--- src/rtl/bram_arbiter.sv ---
// Two-requester arbiter in front of a simple dual-port BRAM (write port A, read port B).
// Define BRAM_ARB_RR_EN for per-port round-robin arbitration; default is fixed priority to req0.
module bram_arbiter #(
    parameter int unsigned ADDR_W = 12,
    parameter int unsigned DATA_W = 8
) (
    input  logic              clock,
    input  logic              reset,

    input  logic              req0_valid,
    output logic              req0_ready,
    input  logic              req0_we,
    input  logic [ADDR_W-1:0] req0_addr,
    input  logic [DATA_W-1:0] req0_wdata,
    output logic              resp0_valid,
    output logic [DATA_W-1:0] resp0_rdata,

    input  logic              req1_valid,
    output logic              req1_ready,
    input  logic              req1_we,
    input  logic [ADDR_W-1:0] req1_addr,
    input  logic [DATA_W-1:0] req1_wdata,
    output logic              resp1_valid,
    output logic [DATA_W-1:0] resp1_rdata,

    output logic              bram_ena,
    output logic              bram_wea,
    output logic [ADDR_W-1:0] bram_addra,
    output logic [DATA_W-1:0] bram_dina,
    output logic              bram_enb,
    output logic [ADDR_W-1:0] bram_addrb,
    input  logic [DATA_W-1:0] bram_doutb
);

    logic w0, w1, r0, r1;
    logic wr_pick1, rd_pick1;
    logic wr_go, rd_go;

    assign w0 = req0_valid & req0_we;
    assign w1 = req1_valid & req1_we;
    assign r0 = req0_valid & ~req0_we;
    assign r1 = req1_valid & ~req1_we;

`ifdef BRAM_ARB_RR_EN
    // Pointer value is the requester that wins the next contest on that port.
    logic wr_ptr_q, rd_ptr_q;

    assign wr_pick1 = w1 & (~w0 | wr_ptr_q);
    assign rd_pick1 = r1 & (~r0 | rd_ptr_q);

    always_ff @(posedge clock) begin
        if (reset) begin
            wr_ptr_q <= 1'b0;
            rd_ptr_q <= 1'b0;
        end else begin
            if (w0 && w1) wr_ptr_q <= ~wr_pick1;
            if (r0 && r1) rd_ptr_q <= ~rd_pick1;
        end
    end
`else
    assign wr_pick1 = w1 & ~w0;
    assign rd_pick1 = r1 & ~r0;
`endif

    assign wr_go = ~reset & (w0 | w1);
    assign rd_go = ~reset & (r0 | r1);

    assign req0_ready = ~reset & ((w0 & ~wr_pick1) | (r0 & ~rd_pick1));
    assign req1_ready = ~reset & ((w1 & wr_pick1) | (r1 & rd_pick1));

    always_comb begin
        bram_ena   = wr_go;
        bram_wea   = wr_go;
        bram_addra = '0;
        bram_dina  = '0;
        if (wr_go) begin
            bram_addra = wr_pick1 ? req1_addr  : req0_addr;
            bram_dina  = wr_pick1 ? req1_wdata : req0_wdata;
        end
    end

    always_comb begin
        bram_enb   = rd_go;
        bram_addrb = '0;
        if (rd_go) bram_addrb = rd_pick1 ? req1_addr : req0_addr;
    end

    // Read owner tracking: pending marks a read in flight, tag names its requester.
    logic              rd_pend_q, rd_tag_q;
    logic [DATA_W-1:0] rdata0_q, rdata1_q;

    always_ff @(posedge clock) begin
        if (reset) begin
            rd_pend_q <= 1'b0;
            rd_tag_q  <= 1'b0;
            rdata0_q  <= '0;
            rdata1_q  <= '0;
        end else begin
            rd_pend_q <= rd_go;
            if (rd_go)       rd_tag_q <= rd_pick1;
            if (resp0_valid) rdata0_q <= bram_doutb;
            if (resp1_valid) rdata1_q <= bram_doutb;
        end
    end

    // Gating with reset drops a read accepted just before reset asserts.
    assign resp0_valid = ~reset & rd_pend_q & ~rd_tag_q;
    assign resp1_valid = ~reset & rd_pend_q &  rd_tag_q;
    assign resp0_rdata = resp0_valid ? bram_doutb : rdata0_q;
    assign resp1_rdata = resp1_valid ? bram_doutb : rdata1_q;

endmodule
--- config.mk ---
export PLATFORM = sky130hd
export DESIGN_NAME = bram_arbiter
export DESIGN_NICKNAME = d
export VERILOG_FILES = /design/src/rtl/bram_arbiter.sv
export SDC_FILE = /design/constraint.sdc
export NUM_CORES = 1
export LEC_CHECK = 0
export BUFFER_PORTS_ARGS = -buffer_cell sky130_fd_sc_hd__buf_4
export CAP_MARGIN = 10
export CORE_UTILIZATION = 39
export CTS_CLUSTER_DIAMETER = 120
export DETAILED_ROUTE_END_ITERATION = 16
export PLACE_DENSITY = 0.87
export REMOVE_ABC_BUFFERS = 1
export SLEW_MARGIN = 20
export SYNTH_ARGS = -nofsm -noshare
export SYNTH_HDL_FRONTEND = slang
export SYNTH_SLANG_ARGS = --single-unit
export TNS_END_PERCENT = 5
--- constraint.sdc ---
create_clock -name clock -period 1.95 [get_ports clock]
set_clock_uncertainty 0.2 [all_clocks]
set_input_delay 0.2925 -clock clock [delete_from_list [all_inputs] [get_ports clock]]
set_output_delay 0.2925 -clock clock [all_outputs]
set_load 0.1 [all_outputs]
==> impl_metrics.toml <==
[timing]
period_minus_slack_ns = 2.06
final.period_utilization_pct = 106
tightest_slew_ns = 0.292
setup_viol_count_final = 13
slew_viol_final = 0
rsz0062_at_grt = "yes"
final_hold_viol_count = 0
finalWorstSetupSlack_ns = -0.115
maxSlewHeadroom_pct = 80.5
max_freq_mhz = 484

[synthesis]
syn_inst = 156
synth_compound_area_share_pct = 15.7
yosys_warnings = 0
ys_top_cells_by_area = "dfxtp_1 (26%), mux2_4 (15%), nand2b_1 (11%), o22ai_1 (11%), nor2b_4 (8.0%)"
synth_seq_cells = 18
synth-main-ff-cell = "dfxtp_1"
ys_seq_area_share_pct = 26.3
ys_types = 22
synth_top_area_share_pct = 26.3
ys_top_cells_by_count = "nand2b_1 (25), o22ai_1 (24), dfxtp_1 (18), mux2_4 (14), nand2_1 (11)"
synthMuxAreaShare_pct = 17.0
synth_top_family_by_area = "simple AND/OR/NAND/NOR gates"
synth.avg_cell_area_sq_um = 8.77
synth-simple-area-share_pct = 34.5
synth_most_common_cell = "nand2b_1"
synthAdderAreaFrac_pct = 0
synth-async-reset-ratio_pct = 0
synth-edff-count = 0
syn_area_sq_mm = 0.00137
yosys.area.top_type = "dfxtp_1"
synth_xor_area_share_pct = 0

[critical_path]
reg2reg_from = "rd_pend_q"
reg2reg_depth = 4
endpoint_kind = "primary output"
crit_fanout = 5
critPathKind = "flip-flop to primary output"
cp.required_ns = 1.46
arrival_ns = 1.57
startpoint_type = "flip-flop"
r2r_setup_slack_ns = 0.41
cpPeakStageDelay_ns = 0.36
worstPathCellList = "nor3b_4, buf_6, mux2_4, buf_12"
crit_slowest_cell = "dfxtp_4"
reg2reg_to = "rdata0_q[4]"

[floorplanning]
die_h_microns = 61.2
core_sq_mm = 0.00334
initial_core_util_pct = 41.0
rows = 21
dieArea_sq_mm = 0.00375
chipWidth_microns = 61.2
ios = 109

[clocking]
worstSkewPairLatency_ns = 0.30
htree_levels = 1
clkTransAtPathRegs_ns = 0.10
hold_buffers = 0
cts_root_buf = "clkbuf_4"
cts_tree = "built"
cts_made_buffers = 3
max-clock-path-buffers = 2
clkSinkCount = 18

[hold_path]
hold_end = "rdata0_q[6]"
hold_class = "input pin to flip-flop"
holdPathStages = 3
min_from = "bram_doutb[6]"

[route]
dr_total_vias = 1578
post_drt_via_cell_ratio = 5.04
wl_microns = 4410
ant_nets = 0
dr.pass1.iters = 4
drc = 0
drt_first_iter_violations = 34
routedWlPerCell_microns = 14.1

[grt]
grt_pass1_wl_microns = 6240
grt_pass1_vias = 1356
grt_util_all_layers_pct = 22.4
grt_overflow = 0
antenna_found_initial = 0
grt_max_degree = 36

[outcome]
violations = "negative setup slack"
outcome = "finished with violations"

[placement]
dpl_worst_slack_ns = 0.00574
place_hpwl_microns = 2970
place.gp.congestion = 0.717
io_buffers = 108

[cells_and_area]
nets = 322
area_growth_pct = 87.1
drive_gt1_share_pct = 58.8
insertedDiodeCount = 0

[power]
power.density_mw_per_mm2 = 530
p_leak_nw = 1.23
totalPowerFinal_w = 0.00136
ir_drop_mv = 0.277

[job]
maxCapViolations = 0
==> power by group <==
group          internal [W]  switching, W
combinational      0.000243      0.000504
clock              0.000114      0.000114
sequential         0.000376    0.00000459
total              0.000733      0.000623
==> cell usage in the layout (no fill, tap or decap), drive strengths merged, types with 4 or more instances in the layout <==
master / instances
dfxtp: 18
nand3: 8
a21oi: 9
buf: 121
o22ai: 24
mux2: 16
nand2b: 25
nor2b: 18
clkbuf: 4
nand2: 11
==> state kept, by name, indices dropped and copies added, names as in the netlist <==
| name | cells |
|---|---|
| rd_pend_q | 1 |
| rdata1_q | 8 |
| rd_tag_q | 1 |
| rdata0_q | 8 |
==> what timing repair did <==
action	in CTS	in global routing
setup buffers	3	0
gates resized for setup	52	10
pin swaps	2	1
setup endpoints to repair	16	37
gates cloned	2	0
==> critical path, delay by kind of cell, from the launching register on <==
kind | cells | cell delay, ns
and+or+nand+nor | 1 | 0.24
DFF | 1 | 0.36
muxes | 1 | 0.33
buffers and inverters | 2 | 0.34
==> per-layer routing <==
| layer | wire length (microns) | share of wire (%) | GRT usage [%] |
|---|---|---|---|
| met5 | 0 | 0 | 0 |
| met3 | 313 | 7.1 | 2.52 |
| met4 | 68 | 1.5 | 8.44 |
| met1 | 1840 | 42 | 27.3 |
| met2 | 2190 | 50 | 40.1 |
==> kinds of logic (layout without fill, tap and decap cells) <==
group / after synthesis / count (layout)
AND/OR/NAND/NOR: 70 / 71
AO/OA/AOI/OAI: 35 / 35
buffers and inverters: 17 / 127
multiplexers: 16 / 16
flip-flops: 18 / 18
==> through the flow <==
step | setup TNS (ns) | hold WS [ns] | util [%] | cells | area (sq um)
2_1_floorplan | -54.67 | 0.157 | - | 141 | 1290
3_3_place_gp | 0 | 0.364 | 67.0 | 304 | 2240
3_5_place_dp | 0 | 0.374 | 67.0 | 304 | 2240
4_1_cts | -0.664 | 0.163 | 75.6 | 313 | 2520
5_1_grt | -1.51 | 0.185 | 76.8 | 313 | 2560
6_report | -0.887 | 0.177 | 76.8 | 313 | 2560
==> layout make-up <==
| type | instances | area, sq um |
|---|---|---|
| fillers | 218 | 776 |
| clock buffers | 4 | 36.3 |
| inverters | 2 | 7.51 |
| well taps | 46 | 57.6 |
| flip-flops and latches | 18 | 365 |
| multi-input cells | 122 | 958 |
| repair buffers | 121 | 1140 |
==> worst max path at each step <==
stage	start	end
2_1_floorplan	req1_valid	bram_ena
3_5_place_dp	req1_we	bram_addrb[11]
4_1_cts	rd_pend_q	resp0_rdata[1]
5_1_grt	rd_pend_q	resp0_rdata[2]
3_3_place_gp	req1_we	bram_addrb[11]
6_report	rd_pend_q	resp0_rdata[2]
(Power assumes the default switching activity.)
